===== src/rtl/rv32_fetch_unit_if.sv =====
// Instruction-memory request/response channel between the fetch unit (master)
// and instruction memory (slave).
interface rv32_fetch_unit_if;
  logic        imem_req_valid;
  logic        imem_req_ready;
  logic [31:0] imem_req_addr;
  logic        imem_rsp_valid;
  logic [31:0] imem_rsp_data;

  modport master (
    output imem_req_valid,
    output imem_req_addr,
    input  imem_req_ready,
    input  imem_rsp_valid,
    input  imem_rsp_data
  );

  modport slave (
    input  imem_req_valid,
    input  imem_req_addr,
    output imem_req_ready,
    output imem_rsp_valid,
    output imem_rsp_data
  );
endinterface


===== src/rtl/rv32_fetch_unit.sv =====
// RV32 instruction fetch stage: owns the PC, issues credit-limited word fetches
// and buffers in-order responses for the IF/ID register.
module rv32_fetch_unit #(
  parameter logic [31:0] RESET_PC   = 32'h0000_0000,
  parameter int unsigned FIFO_DEPTH = 2
) (
  input  logic                clk,
  input  logic                resetn,
  input  logic                stall,
  input  logic                redirect_valid,
  input  logic [31:0]         redirect_pc,
  rv32_fetch_unit_if.master   imem,
  output logic                if_valid,
  output logic [31:0]         if_pc,
  output logic [31:0]         if_instr
);

  localparam int unsigned CntW = $clog2(FIFO_DEPTH + 1);
  localparam int unsigned PtrW = (FIFO_DEPTH > 1) ? $clog2(FIFO_DEPTH) : 1;
  localparam logic [CntW:0] DepthW = (CntW + 1)'(FIFO_DEPTH);

  typedef logic [CntW-1:0] cnt_t;
  typedef logic [PtrW-1:0] ptr_t;

  function automatic ptr_t ptr_inc(ptr_t p);
    if (p == ptr_t'(FIFO_DEPTH - 1)) begin
      return '0;
    end
    return p + ptr_t'(1);
  endfunction

  logic [31:0] pc_q, pc_d;
  cnt_t        outst_q, outst_d;
  cnt_t        drop_q, drop_d;
  cnt_t        count_q, count_d;
  ptr_t        tag_wr_q, tag_wr_d;
  ptr_t        tag_rd_q, tag_rd_d;
  ptr_t        fifo_wr_q, fifo_wr_d;
  ptr_t        fifo_rd_q, fifo_rd_d;
  logic [31:0] tag_mem_q   [FIFO_DEPTH];
  logic [31:0] tag_mem_d   [FIFO_DEPTH];
  logic [31:0] pc_mem_q    [FIFO_DEPTH];
  logic [31:0] pc_mem_d    [FIFO_DEPTH];
  logic [31:0] instr_mem_q [FIFO_DEPTH];
  logic [31:0] instr_mem_d [FIFO_DEPTH];

  logic        deq;
  logic        req_hs;
  logic        rsp;
  logic        fifo_wr;
  logic [CntW:0] credit_used;

  // Low address bits of the redirect target are forced to zero.
  logic unused_redirect_lsb;
  assign unused_redirect_lsb = ^redirect_pc[1:0];

  assign if_valid = (count_q != '0);
  assign if_pc    = if_valid ? pc_mem_q[fifo_rd_q] : 32'h0;
  assign if_instr = if_valid ? instr_mem_q[fifo_rd_q] : 32'h0;
  assign deq      = if_valid & ~stall;

  // Credits cover both buffered packets and requests still in flight, so a
  // non-dropped response always finds a free FIFO slot.
  assign credit_used = {1'b0, outst_q} + {1'b0, count_q} - {{CntW{1'b0}}, deq};

  assign imem.imem_req_valid = resetn & (credit_used < DepthW);
  assign imem.imem_req_addr  = pc_q;

  assign req_hs = imem.imem_req_valid & imem.imem_req_ready;
  assign rsp    = imem.imem_rsp_valid;

  always_comb begin
    pc_d        = pc_q;
    outst_d     = outst_q;
    drop_d      = drop_q;
    count_d     = count_q;
    tag_wr_d    = tag_wr_q;
    tag_rd_d    = tag_rd_q;
    fifo_wr_d   = fifo_wr_q;
    fifo_rd_d   = fifo_rd_q;
    tag_mem_d   = tag_mem_q;
    pc_mem_d    = pc_mem_q;
    instr_mem_d = instr_mem_q;
    fifo_wr     = 1'b0;

    // Tag queue tracks every accepted request, stale or not, and pops on
    // every response so tags stay aligned with the in-order return stream.
    if (req_hs) begin
      pc_d                = pc_q + 32'd4;
      tag_mem_d[tag_wr_q] = pc_q;
      tag_wr_d            = ptr_inc(tag_wr_q);
    end
    if (rsp) begin
      tag_rd_d = ptr_inc(tag_rd_q);
    end
    outst_d = outst_q + cnt_t'(req_hs) - cnt_t'(rsp);

    if (redirect_valid) begin
      pc_d      = {redirect_pc[31:2], 2'b00};
      count_d   = '0;
      fifo_wr_d = '0;
      fifo_rd_d = '0;
      drop_d    = outst_d;
    end else begin
      if (rsp) begin
        if (drop_q != '0) begin
          drop_d = drop_q - cnt_t'(1);
        end else begin
          fifo_wr = 1'b1;
        end
      end
      if (fifo_wr) begin
        pc_mem_d[fifo_wr_q]    = tag_mem_q[tag_rd_q];
        instr_mem_d[fifo_wr_q] = imem.imem_rsp_data;
        fifo_wr_d              = ptr_inc(fifo_wr_q);
      end
      if (deq) begin
        fifo_rd_d = ptr_inc(fifo_rd_q);
      end
      count_d = count_q + cnt_t'(fifo_wr) - cnt_t'(deq);
    end
  end

  always_ff @(posedge clk or negedge resetn) begin
    if (!resetn) begin
      pc_q        <= RESET_PC;
      outst_q     <= '0;
      drop_q      <= '0;
      count_q     <= '0;
      tag_wr_q    <= '0;
      tag_rd_q    <= '0;
      fifo_wr_q   <= '0;
      fifo_rd_q   <= '0;
      tag_mem_q   <= '{default: '0};
      pc_mem_q    <= '{default: '0};
      instr_mem_q <= '{default: '0};
    end else begin
      pc_q        <= pc_d;
      outst_q     <= outst_d;
      drop_q      <= drop_d;
      count_q     <= count_d;
      tag_wr_q    <= tag_wr_d;
      tag_rd_q    <= tag_rd_d;
      fifo_wr_q   <= fifo_wr_d;
      fifo_rd_q   <= fifo_rd_d;
      tag_mem_q   <= tag_mem_d;
      pc_mem_q    <= pc_mem_d;
      instr_mem_q <= instr_mem_d;
    end
  end

  a_no_overflow: assert property (@(posedge clk) disable iff (!resetn)
    !(fifo_wr && (count_q == cnt_t'(FIFO_DEPTH)) && !deq));

  a_no_rsp_underflow: assert property (@(posedge clk) disable iff (!resetn)
    !(rsp && (outst_q == '0)));

  a_addr_stable: assert property (@(posedge clk) disable iff (!resetn)
    (imem.imem_req_valid && !imem.imem_req_ready && !redirect_valid)
      |=> $stable(imem.imem_req_addr));

endmodule

===== src/flat_wrapper.sv =====
// flat-port wrapper written by rule: the top's interface ports become plain ports
module rv32_fetch_unit_flat 
#(
  parameter logic [31:0] RESET_PC   = 32'h0000_0000,
  parameter int unsigned FIFO_DEPTH = 2
)
  (clk, resetn, stall, redirect_valid, redirect_pc, if_valid, if_pc, if_instr, imem_imem_req_valid, imem_imem_req_addr, imem_imem_req_ready, imem_imem_rsp_valid, imem_imem_rsp_data);
  rv32_fetch_unit_if imem_i ();
  input  logic clk;
  input  logic resetn;
  input  logic stall;
  input  logic redirect_valid;
  input  logic [31:0] redirect_pc;
  output logic if_valid;
  output logic [31:0] if_pc;
  output logic [31:0] if_instr;
  output wire logic [$bits(imem_i.imem_req_valid)-1:0] imem_imem_req_valid;
  output wire logic [$bits(imem_i.imem_req_addr)-1:0] imem_imem_req_addr;
  input wire logic [$bits(imem_i.imem_req_ready)-1:0] imem_imem_req_ready;
  input wire logic [$bits(imem_i.imem_rsp_valid)-1:0] imem_imem_rsp_valid;
  input wire logic [$bits(imem_i.imem_rsp_data)-1:0] imem_imem_rsp_data;
  assign imem_imem_req_valid = imem_i.imem_req_valid;
  assign imem_imem_req_addr = imem_i.imem_req_addr;
  assign imem_i.imem_req_ready = imem_imem_req_ready;
  assign imem_i.imem_rsp_valid = imem_imem_rsp_valid;
  assign imem_i.imem_rsp_data = imem_imem_rsp_data;
  rv32_fetch_unit #(.RESET_PC(RESET_PC), .FIFO_DEPTH(FIFO_DEPTH)) u_core (.clk(clk), .resetn(resetn), .stall(stall), .redirect_valid(redirect_valid), .redirect_pc(redirect_pc), .imem(imem_i), .if_valid(if_valid), .if_pc(if_pc), .if_instr(if_instr));
endmodule

===== config.mk =====
export PLATFORM = sky130hd
export DESIGN_NAME = rv32_fetch_unit_flat
export DESIGN_NICKNAME = d
export VERILOG_FILES = /design/src/rtl/rv32_fetch_unit_if.sv /design/src/rtl/rv32_fetch_unit.sv /design/src/flat_wrapper.sv
export SDC_FILE = /design/constraint.sdc
export NUM_CORES = 1
export LEC_CHECK = 0
export ABC_AREA = 1
export BUFFER_PORTS_ARGS = -buffer_cell sky130_fd_sc_hd__buf_2
export CAP_MARGIN = 40
export CORE_MARGIN = 10
export CORE_UTILIZATION = 45
export DETAILED_ROUTE_END_ITERATION = 10
export PLACE_DENSITY = 0.71
export SLEW_MARGIN = 15
export SYNTH_ARGS = -nofsm -noshare
export SYNTH_HDL_FRONTEND = slang
export SYNTH_SLANG_ARGS = --single-unit

===== constraint.sdc =====
create_clock -name clk -period 2.85 [get_ports clk]
set_input_delay 0.57 -clock clk [delete_from_list [all_inputs] [get_ports clk]]
set_output_delay 0.57 -clock clk [all_outputs]
set_load 0.02 [all_outputs]

# After elaboration in Yosys (flattened, before gate mapping)
# Cells that the tools add are included.
classes:
  n_eq_ne: 0
  order_cmp: 7
  div: 0
  n_mux: 49
  bitwise: 9
  mul: 0
  n_reduce_logical: 11
  n_addsub: 12
  shifts: 0
ops:
  columns: ["operator", "count"]
  rows:
  - ["two-way mux 32 bit", 15]
  - ["bitwise mux 64 bit", 3]
  - ["demux 32 bit (select 1 bit)", 2]
  - ["adder 32 x 3 -> 32 bit (second input constant)", 1]
  - ["two-way mux 1 bit", 25]
  - ["nonzero test 2 bit", 7]
  - [">= comparator 2 bit (second input constant)", 4]
  - ["two-way mux 2 bit", 4]
  - ["inverter 1 -> 2 bit", 4]
  - ["adder 1 bit (second input constant)", 4]
  - ["adder 2 x 1 -> 2 bit", 2]
  - ["< comparator 2 x 1 -> 1 bit (second input constant)", 2]
  - ["AND reduction 2 bit", 2]
  - ["subtractor 2 x 1 -> 2 bit", 2]
  - ["adder 2 x 2 -> 3 bit", 1]
  - ["AND 1 bit", 3]
  - ["< comparator 3 x 2 -> 1 bit (second input constant)", 1]
  - ["subtractor 3 x 1 -> 3 bit", 1]
  - ["logical AND 1 bit", 2]
  - ["inverter 1 bit", 2]
  - ["subtractor 2 x 1 -> 2 bit (second input constant)", 1]
word_totals:
  n_memories: 0
  romBits: 0
  in_bits: 70
  mem_bits_rw: 0
  word_cells: 102
  ff_bits: 234
  latchBits: 0
  out_inout_bits: 98

# Logic depth before layout (Yosys ltp)
# Gate-level depths: netlist of the first run.
logic_depth:
  word_depth: 9
  depth_mapped: 15
  ltp_nobuf: 14

# Worst setup path before layout of the first run
# Ideal clock, no wire load.
synth_path:
  path_type: "register -> register"
  from: "register u_core.count_q[1]"
  to: "register u_core.drop_q[1]"
  t_required_ps: 2784
  path_buffers: 1
  path_slack_ps: 68
  period_less_slack_ps: 2782
  arrival_time_ps: 2715
  path_stages_with_launch: 15
  setup_time_ps: 66
  path_cell_list: "dfrtp_1 > nor2_1 > nor3_1 > o21ai_0 > fa_1 > nand2_1 > clkinv_1 > nand4_4 > clkbuf_1 > inv_1 > ha_1 > xnor2_1 > xnor2_1 > nand2_1 > nand2_1"
synth_via:
  elab_chain_len: 9
  word_cells_on_any_way: 10
  classes_between: "4 x add/sub; 1 x order compare; 1 x mux; 3 x bitwise; 1 x reduce/logical"
synth_lines:
  columns: ["item", "line_no", "rtl"]
  rows:
  - ["from (decl)", "rv32_fetch_unit.sv:35", "cnt_t count_q, count_d;"]
  - ["from (signal assigned)", "rv32_fetch_unit.sv:141", "count_q <= count_d;"]
  - ["parallel branches: the longest is 2 deep, another holds adder 2 x 2 -> 3 bit", null, null]
  - ["subtractor 3 x 1 -> 3 bit (*)", "rv32_fetch_unit.sv:64", "assign credit_used = {1'b0, outst_q} + {1'b0, count_q} - {{CntW{1'b0}}, deq};"]
  - ["< comparator 3 x 2 -> 1 bit (*)", "rv32_fetch_unit.sv:66", "assign imem.imem_req_valid = resetn & (credit_used < DepthW);"]
  - ["AND 1 bit (*)", "rv32_fetch_unit.sv:66", null]
  - ["AND 1 bit (*)", "rv32_fetch_unit.sv:69", "assign req_hs = imem.imem_req_valid & imem.imem_req_ready;"]
  - ["net u_core.req_hs", "rv32_fetch_unit.sv:48", "logic req_hs;"]
  - ["adder 2 x 1 -> 2 bit (*)", "rv32_fetch_unit.sv:96", "outst_d = outst_q + cnt_t'(req_hs) - cnt_t'(rsp);"]
  - ["subtractor 2 x 1 -> 2 bit (*)", "rv32_fetch_unit.sv:96", null]
  - ["net u_core.outst_d[1]", "rv32_fetch_unit.sv:33", "cnt_t outst_q, outst_d;"]
  - ["two-way mux 2 bit (*)", "rv32_fetch_unit.sv:98", "if (redirect_valid) begin"]
  - ["to (signal assigned)", "rv32_fetch_unit.sv:140", "drop_q <= drop_d;"]
  - ["to (decl)", "rv32_fetch_unit.sv:34", "cnt_t drop_q, drop_d;"]
# Mark *: on every way through the listed nets, which the timed path passes.
# A chain may end at the register's enable or synchronous reset.

# Final worst setup path of the first run
layout_path:
  from: "register u_core.count_q[0]"
  to: "output port imem_imem_req_valid"
layout_via:
  elab_chain_len: 5
  word_cells_on_any_way: 6
  classes_between: "2 x add/sub; 1 x order compare; 2 x bitwise; 1 x reduce/logical"
layout_lines:
  columns: ["item", "line_no", "rtl"]
  rows:
  - ["parallel branches: the longest is 2 deep, another holds adder 2 x 2 -> 3 bit", null, null]
  - ["subtractor 3 x 1 -> 3 bit (*)", "rv32_fetch_unit.sv:64", null]
  - ["< comparator 3 x 2 -> 1 bit (*)", "rv32_fetch_unit.sv:66", null]
  - ["AND 1 bit (*)", "rv32_fetch_unit.sv:66", null]
  - ["to (decl)", "flat_wrapper.sv:17", "output wire logic [$bits(imem_i.imem_req_valid)-1:0] imem_imem_req_valid;"]
# Mark *: on every way between the ends.

==> results of run 1 <==
-- final cells by class --
class	instances	area share, %
well taps	319	3.09
multi-input cells	932	33.4
clock buffers	42	6.03
clock inverters	4	0.407
diodes	1	0.0194
inverters	167	4.86
repair buffers	191	8.77
flip-flops and latches	224	43.4
-- layer usage --
metal | share of wire (%) | wire length (um) | up-vias
met1 | 47 | 13200 | 4371
met3 | 6.9 | 1920 | 30
li1 | - | - | 4686
met5 | 0 | 0 | -
met2 | 44 | 12400 | 274
met4 | 1.5 | 414 | 0
-- cell usage after synthesis --
library cell,instances
dfrtp_1,224
a21oi_1,64
nor3_4,1
buf_1,1
inv_1,163
xnor2_1,4
nor2_2,4
conb_1,1
nor3_1,3
o211ai_1,5
or2_2,1
buf_2,29
nand2_1,475
nand3_1,57
o21ai_1,17
o21ai_0,195
nor2_1,48
clkbuf_1,44
nor2_4,2
nand2_2,1
and2_1,2
inv_2,3
o21a_1,30
xor2_1,10
clkinv_1,1
buf_4,4
fa_1,1
ha_1,7
nand4_4,1
-- tightest hold or removal path, cell delays in order --
cell and delay (ns):
buf_2 0.07, nand2_1 0.04, nand3_1 0.06
-- sequential cells by signal, indices dropped and copies added, names as in the netlist --
register                   count
u_core.instr_mem_q            64
u_core.pc_mem_q               60
u_core.tag_mem_q              60
u_core.imem.imem_req_addr     30
u_core.count_q                 2
u_core.drop_q                  2
u_core.outst_q                 2
u_core.fifo_rd_q               1
u_core.fifo_wr_q               1
u_core.tag_rd_q                1
u_core.tag_wr_q                1
-- how the worst max path moves through the flow --
stage                                         end  cells past startpoint         startpoint  slack, ns
detailed placement  u_core.imem.imem_req_addr[25]                     13              stall    -0.0005
global route                  imem_imem_req_valid                     10  u_core.count_q[0]      -0.06
CTS                           imem_imem_req_valid                     10  u_core.count_q[1]      0.002
global placement    u_core.imem.imem_req_addr[26]                     13              stall       0.06
floorplan                        u_core.drop_q[1]                     13              stall       0.07
finish                        imem_imem_req_valid                     10  u_core.count_q[0]       0.03
-- metrics by stage --
step,hold WS (ns),cell area (um2)
floorplan,0.274,10800
global placement,0.425,12000
detailed placement,0.428,12000
CTS,0.247,12900
global route,0.263,12900
finish,0.264,12900
-- logic make-up after synthesis --
group                    share of synthesized area (%)
adder cells (fa/ha/maj)                          0.994
XOR/XNOR                                          1.13
other                                           0.0346
AND/OR/NAND/NOR                                   21.9
buffers and inverters                             8.97
flip-flops                                        51.8
AO/OA/AOI/OAI                                     15.2
-- report_power, final --
part           internal [mW]  leakage (nW)  switching (mW)  total [mW]
Clock                   1.95         0.409            1.26        3.21
Combinational           1.72          3.38            3.14        4.86
Sequential              4.55          2.72           0.782        5.33
Total                   8.22          6.50            5.18        13.4
-- timing repair --
item | CTS | global route
gates resized for setup | 8 | 7
hold endpoints to repair | 23 | 0
hold buffers | 1 | 0
pin swaps | 3 | 2
endpoints found under the setup margin | 1 | 31
setup buffers | 2 | 1
==> impl_metrics.json, run 1 <==
{
  "area_delta_synth_final_pct": 19.3,
  "die_area_um2": 30700,
  "drive_gt1_share_pct": 16.0,
  "power.total_mw": 13.4,
  "grt_pass1_vias": 9079,
  "slowest_stage": "fa_1",
  "die_y_um": 175,
  "wirelength_um": 27900,
  "reg2reg_setup_slack_ns": 0.17,
  "critPathMaxStageDelay_ns": 0.49,
  "grt_use_met3_pct": 3.94,
  "synth_top_area_share_pct": 51.8,
  "portBuffers": 161,
  "status": "finished clean",
  "grt_pass1_wl_um": 46600,
  "path_delay_family": "simple AND/OR/NAND/NOR gates",
  "dr.pass1.iters": 5,
  "r2r_cells": 15,
  "peakVddDrop_mv": 0.463,
  "num-nets-final": 1619,
  "hp-start": "redirect_pc[13]",
  "drv_cap": 0,
  "clock_skew_ns": 0.0120,
  "viasPerCell": 4.98,
  "fin_util_pct": 54.9,
  "layout_worst_path_cycle_share_pct": 99.0,
  "numClockSinks": 224,
  "htreeDepth": 1,
  "drc": 0,
  "cp.required_ns": 2.28,
  "crit_fanout": 3,
  "hold-path-cell-count": 3,
  "worstPathBufferInverterCount": 2,
  "vias": 9361,
  "setup-tns-final_ns": 0,
  "grt_max_degree": 98,
  "min_to": "u_core.imem.imem_req_addr[13]",
  "synthCells": 1398,
  "yosys-top-cells-area": "dfrtp_1 52%, nand2_1 16%, o21ai_0 9.0%",
  "pre_cts_ws_ns": -0.000539,
  "p_leak_nw": 6.50,
  "global_route.usage.met2_pct": 27.8,
  "hold_viol": 0,
  "cts_tree": "yes",
  "clkTransAtPathRegs_ns": 0.06,
  "r2r_end": "u_core.imem.imem_req_addr[25]",
  "rsz0062_at_grt": "yes",
  "fin_cells": 1880,
  "layout_common_cells": "474 x nand2_1, 222 x dfrtp_1, 194 x o21ai_0",
  "die_w_um": 175,
  "path_cells": "nor2_4 > nor2_2 > nor2_1 > o21ai_1 > fa_1 > nand2_1 > clkinv_2 > nand2_4 > nor2_4 > buf_6",
  "path_class": "reg2out",
  "slew_headroom_pct": 55.8,
  "postRouteAntennaNets": 0,
  "crit_top_cell": "nor2_4",
  "finalSetupViolCount": 0,
  "fin_crit_ns": 2.82,
  "fill_cells": 2222,
  "grt_overflow_total": 0,
  "rows": 56,
  "seq_area_frac_synth_pct": 51.8,
  "max_freq_mhz": 354,
  "hold_path_class": "in2reg",
  "setup_ws_ns": 0.0282,
  "wl_per_cell_um": 14.8,
  "regToRegStartpoint": "u_core.count_q[0]",
  "mostFrequentLayoutCell": "nand2_1",
  "drtIter0Drc": 839,
  "antenna_found_initial": 1,
  "cts_buffers": 25,
  "grt-busiest-layer": "met2",
  "place_inst": 1829,
  "critical_path.startpoint_type": "flip-flop",
  "syn_area_per_cell_um2": 7.75,
  "yosysTopAreaCell": "dfrtp_1",
  "num_io_pins": 168,
  "ys.warnings.count": 0,
  "multi_input_area_um2": 4320,
  "routabilityCongestion": 0.864,
  "clock_latency_ns": 0.52,
  "clockBufferDepth": 3,
  "power_density_nw_per_um2": 1040,
  "end_kind": "primary output",
  "start_util_pct": 46.0,
  "worst_pin_slew_ns": 0.662,
  "ff_latch_area_um2": 5610,
  "fp.coreArea_um2": 23500,
  "grt_use_total_pct": 18.0,
  "root_buffer": "clkbuf_16",
  "ys_ff_latch": 224,
  "drv_slew": 0,
  "hpwl_um": 19300,
  "cp.arrival_ns": 2.25,
  "synth_area_um2": 10800,
  "synth_cell_type_count": 29,
  "met1_usage_pct": 25.3
}
No activity file was read; power rests on OpenSTA's default activity.
==> run 2, diff against run 1 <==
Settings changed: CORE_MARGIN 10 to 2.
==> run 2 against run 1 <==
Effect of this change: global-route usage up 2.9 points; largest cell class unchanged; clock power down 5%; largest power group unchanged; core utilization down 0.33 points; combinational power about the same; clock-buffer cell count down 5; maximum frequency up 0.92%; highest routed layer unchanged; worst setup slack better by 0.026 ns.
==> impl_metrics.json, run 2 (synthesis results as in run 1) <==
{
  "status": "finished clean",
  "drv_cap": 0,
  "routabilityCongestion": 0.837,
  "slew_headroom_pct": 35.5,
  "cts_tree": "yes",
  "clock_skew_ns": 0.0126,
  "crit_fanout": 3,
  "drive_gt1_share_pct": 15.5,
  "hold_path_class": "in2async",
  "layout_common_cells": "474 x nand2_1, 223 x dfrtp_1, 194 x o21ai_0",
  "max_freq_mhz": 358,
  "die_w_um": 159,
  "viasPerCell": 4.96,
  "power.total_mw": 13.2,
  "portBuffers": 161,
  "grt_max_degree": 189,
  "cp.required_ns": 2.28,
  "setup_ws_ns": 0.0540,
  "final_area_um2": 12800,
  "rows": 56,
  "num-nets-final": 1615,
  "fp.coreArea_um2": 23500,
  "path_cells": "inv_1 > ha_4 > fa_1 > nand2_1 > clkinv_2 > nand2_2 > nor2_4 > buf_6",
  "clockBufferDepth": 3,
  "path_class": "reg2out",
  "end_kind": "primary output",
  "vias": 9272,
  "layout_worst_path_cycle_share_pct": 98.1,
  "clock_latency_ns": 0.51,
  "grt_pass1_wl_um": 44300,
  "fin_crit_ns": 2.80,
  "cts_buffers": 24,
  "die_y_um": 159,
  "worst_pin_slew_ns": 0.968,
  "die_area_um2": 25300,
  "grt_pass1_vias": 8670,
  "worstPathBufferInverterCount": 3,
  "drv_slew": 0,
  "numClockSinks": 224,
  "htreeDepth": 1,
  "grt_use_total_pct": 20.9,
  "peakVddDrop_mv": 0.529,
  "dr.pass1.iters": 6,
  "start_util_pct": 46.0,
  "hold_viol": 0,
  "root_buffer": "clkbuf_16",
  "hpwl_um": 17600,
  "placed_area_um2": 12000,
  "postRouteAntennaNets": 0,
  "grt_overflow_total": 0,
  "pre_cts_ws_ns": 0.123,
  "wirelength_um": 26400,
  "critPathMaxStageDelay_ns": 0.53,
  "p_leak_nw": 6.46,
  "drc": 0,
  "fill_cells": 2224,
  "num_io_pins": 168,
  "power_density_nw_per_um2": 1030,
  "largest_reg_flops": 64,
  "drtIter0Drc": 843,
  "rsz0062_at_grt": "yes",
  "regMostFlops": "u_core.instr_mem_q",
  "finalSetupViolCount": 0,
  "slowest_stage": "fa_1",
  "cp.arrival_ns": 2.23,
  "wl_per_cell_um": 14.1,
  "antenna_found_initial": 1,
  "clkTransAtPathRegs_ns": 0.06,
  "top_regs": "u_core.instr_mem_q x64, u_core.pc_mem_q x60, u_core.tag_mem_q x60",
  "area_delta_synth_final_pct": 18.6,
  "critical_path.startpoint_type": "flip-flop",
  "path_delay_family": "adder cells",
  "mostFrequentLayoutCell": "nand2_1"
}
==> run 2: changes by cell type in the layout (fill, tap and decap cells not counted), moves of 2 or more <==
cell,change
clkbuf_8,-3
buf_12,+2
buf_4,-3
clkbuf_1,-2
inv_6,-2
==> run 2: final cells by class <==
| type | instances | area, um2 | share of cell area (%) |
|---|---|---|---|
| multi-input cells | 932 | 4300 | 33.5 |
| diodes | 1 | 2.50 | 0.0195 |
| inverters | 167 | 628 | 4.89 |
| repair buffers | 188 | 1130 | 8.79 |
| flip-flops and latches | 224 | 5610 | 43.7 |
| clock inverters | 3 | 40.0 | 0.312 |
| well taps | 319 | 399 | 3.11 |
| clock buffers | 37 | 731 | 5.69 |
==> run 2: worst register-to-register path, stage by stage, from the launching register on <==
cell and delay, ns:
dfrtp_1 0.42, inv_1 0.10, ha_4 0.25, fa_1 0.43, nor2_1 0.23, inv_1 0.12, nand4_4 0.10, inv_1 0.05
ha_1 0.20, xnor2_1 0.13, xnor2_1 0.27, nand2_1 0.09, nand2_1 0.08
==> run 2: final timing paths <==
kind,from,end,slack (ns),cells after the start
worst max-delay path,u_core.count_q[1],imem_imem_req_valid,0.05,8
worst min-delay path,resetn,u_core.instr_mem_q[11],0.02,2
worst max register to register,u_core.count_q[1],u_core.drop_q[1],0.32,12
worst min register to register,u_core.pc_mem_q[43],u_core.pc_mem_q[43],0.47,2
max in group asynchronous,resetn,u_core.fifo_rd_q,1.86,2
min in group clk,redirect_pc[15],u_core.imem.imem_req_addr[15],0.27,3
==> run 2: routing by layer <==
layer	global-route usage, %	part of all wire (%)
met5	0	0
met3	3.02	5.3
met1	30.5	48
met2	33.6	45
met4	4.21	1.6
==> run 2: stage by stage <==
step / TNS (ns) / cells / util (%) / hold WS (ns)
2_1_floorplan: 0 / 1401 / - / 0.274
3_3_place_gp: 0 / 1827 / 50.9 / 0.448
3_5_place_dp: 0 / 1827 / 50.9 / 0.453
4_1_cts: 0 / 1870 / 54.5 / 0.0117
5_1_grt: -0.0594 / 1870 / 54.5 / 0.0201
6_report: 0 / 1871 / 54.5 / 0.0178
==> run 2: report_power, final <==
part / switching, mW / internal (mW)
logic: 3.13 / 1.70
clock network: 1.21 / 1.84
registers: 0.758 / 4.55
total: 5.10 / 8.09
==> run 2: repair_timing <==
item / CTS / global route
hold buffers: 1 / 0
cloned: 0 / 0
pin swaps: 2 / 1
gates resized for setup: 8 / 2
setup buffers: 2 / 0
setup endpoints to repair: 1 / 28
endpoints found under the hold margin: 36 / 0
==> run 3, diff against run 2 <==
Settings changed: CORE_MARGIN 2 to unset, SKIP_LAST_GASP set to 1.
==> run 3 against run 2 <==
Effect of this change: the flow now finishes with violations (setup timing); register-to-register slack is essentially flat; sequential cell count is the same; final cell count grew 0.48%; clock power grew 7.5%; core utilization grew 0.57 points; critical path depth is the same; worst hold slack gained 0.025 ns; clock skew grew 0.0045 ns; die area shrank 2.5%; maximum frequency shrank 3.6%; clock-buffer cell count shrank 2; non-clock buffer count grew 5; largest power group unchanged; highest routed layer unchanged.
==> impl_metrics.json, run 3 (synthesis results as in run 1) <==
{
  "status": "complete, but fails checks",
  "violations": "setup timing",
  "hold_viol": 0,
  "viasPerCell": 5.03,
  "crit_fanout": 3,
  "area_delta_synth_final_pct": 19.8,
  "finalSetupViolCount": 1,
  "vias": 9450,
  "rsz0062_at_grt": "yes",
  "holdWs_ns": 0.0429,
  "hold_path_class": "in2async",
  "grt_use_total_pct": 21.9,
  "peakVddDrop_mv": 0.441,
  "place_inst": 1830,
  "die_y_um": 157,
  "critical_path.startpoint_type": "flip-flop",
  "drtIter0Drc": 705,
  "fin_crit_ns": 2.90,
  "root_buffer": "clkbuf_16",
  "slowest_stage": "fa_1",
  "drive_gt1_share_pct": 16.3,
  "drv_cap": 0,
  "crit_top_cell": "nand2_1",
  "cp.arrival_ns": 2.33,
  "num_io_pins": 168,
  "worstPathBufferInverterCount": 3,
  "htreeDepth": 1,
  "layout_worst_path_cycle_share_pct": 102,
  "fin_cells": 1880,
  "cts_tree": "yes",
  "grt_pass1_vias": 8692,
  "power_density_nw_per_um2": 1040,
  "layout_common_cells": "475 x nand2_1, 223 x dfrtp_1, 194 x o21ai_0",
  "dr.pass1.iters": 5,
  "path_class": "reg2out",
  "slew_headroom_pct": 49.4,
  "antenna_found_initial": 1,
  "rows": 56,
  "path_delay_family": "adder cells",
  "n_antenna_cell": 0,
  "grt_max_degree": 144,
  "mostFrequentLayoutCell": "nand2_1",
  "clock_skew_ns": 0.0171,
  "hpwl_um": 17800,
  "clock_latency_ns": 0.52,
  "portBuffers": 161,
  "wl_per_cell_um": 14.3,
  "p_leak_nw": 6.54,
  "drv_slew": 0,
  "regMostFlops": "u_core.instr_mem_q",
  "postRouteAntennaNets": 0,
  "die_w_um": 157,
  "cts_buffers": 25,
  "setup_ws_ns": -0.0498,
  "wirelength_um": 26900,
  "max_freq_mhz": 345,
  "start_util_pct": 46.0,
  "grt_overflow_total": 0,
  "cp.required_ns": 2.28,
  "clockBufferDepth": 3,
  "numClockSinks": 224,
  "worst_pin_slew_ns": 0.758,
  "pre_cts_ws_ns": 0.115,
  "top_regs": "u_core.instr_mem_q x64, u_core.pc_mem_q x60, u_core.tag_mem_q x60",
  "routabilityCongestion": 0.941,
  "critPathMaxStageDelay_ns": 0.54,
  "die_area_um2": 24700,
  "setup-tns-final_ns": -0.0498,
  "clkTransAtPathRegs_ns": 0.06,
  "fp.coreArea_um2": 23500,
  "largest_reg_flops": 64,
  "num-nets-final": 1621,
  "path_cells": "inv_1 > ha_4 > fa_1 > nand2_1 > inv_2 > nand2_1 > nor2_2 > buf_6",
  "end_kind": "primary output",
  "drc": 0,
  "grt_pass1_wl_um": 43400
}
==> run 3: cell types whose count changed in the layout (fill, tap and decap cells not counted), sizes merged, moves of 2 or more <==
cell,delta
inv,+2
clkbuf,-2
clkinv,+4
buf,+4
==> run 3: power by group <==
part	leakage, nW	internal (mW)	switching [mW]
Clock	0.428	1.99	1.28
Sequential	2.72	4.55	0.854
Combinational	3.40	1.73	3.06
Total	6.54	8.28	5.19
==> run 3: cell type report <==
class                   count  area [um2]
flip-flops and latches    224        5610
clock inverters            10         108
inverters                 167         627
fillers                  2215       10600
multi-input cells         932        4300
clock buffers              35         743
repair buffers            193        1180
well taps                 319         399
==> run 3: per-layer routing <==
layer	vias up	part of all wire (%)	routed length [um]	global-route usage, %
li1	4689	-	-	-
met1	4371	45	12200	30.5
met2	342	45	12200	35.2
met3	48	7.1	1910	3.58
met4	0	2.2	597	6.75
met5	-	0	0	0
==> run 3: stage by stage <==
stage,total power [mW],util (%),area [um2]
final,13.5,55.1,13000
after global routing,14.5,55.1,13000
after CTS,13.5,54.9,12900
after detailed placement,10.1,51.2,12000
after global placement,9.92,51.1,12000
after floorplan,8.51,-,10800
==> run 3: worst paths after layout <==
path | startpoint | end | slack [ns] | cells past startpoint
setup / recovery | u_core.count_q[1] | imem_imem_req_valid | -0.05 | 8
hold / removal | resetn | u_core.fifo_rd_q | 0.04 | 2
setup reg to reg | u_core.count_q[1] | u_core.drop_q[1] | 0.33 | 13
hold reg to reg | u_core.pc_mem_q[38] | u_core.pc_mem_q[38] | 0.46 | 2
max in group asynchronous | resetn | u_core.tag_mem_q[55] | 2.10 | 2
min in group clk | redirect_pc[12] | u_core.imem.imem_req_addr[12] | 0.26 | 3
==> run 3: repair_timing <==
| item | CTS | global route |
|---|---|---|
| hold buffers | 1 | 0 |
| setup buffers | 2 | 3 |
| endpoints found under the setup margin | 2 | 31 |
| pin swaps | 1 | 3 |
| gates resized for setup | 5 | 5 |
| endpoints found under the hold margin | 3 | 0 |
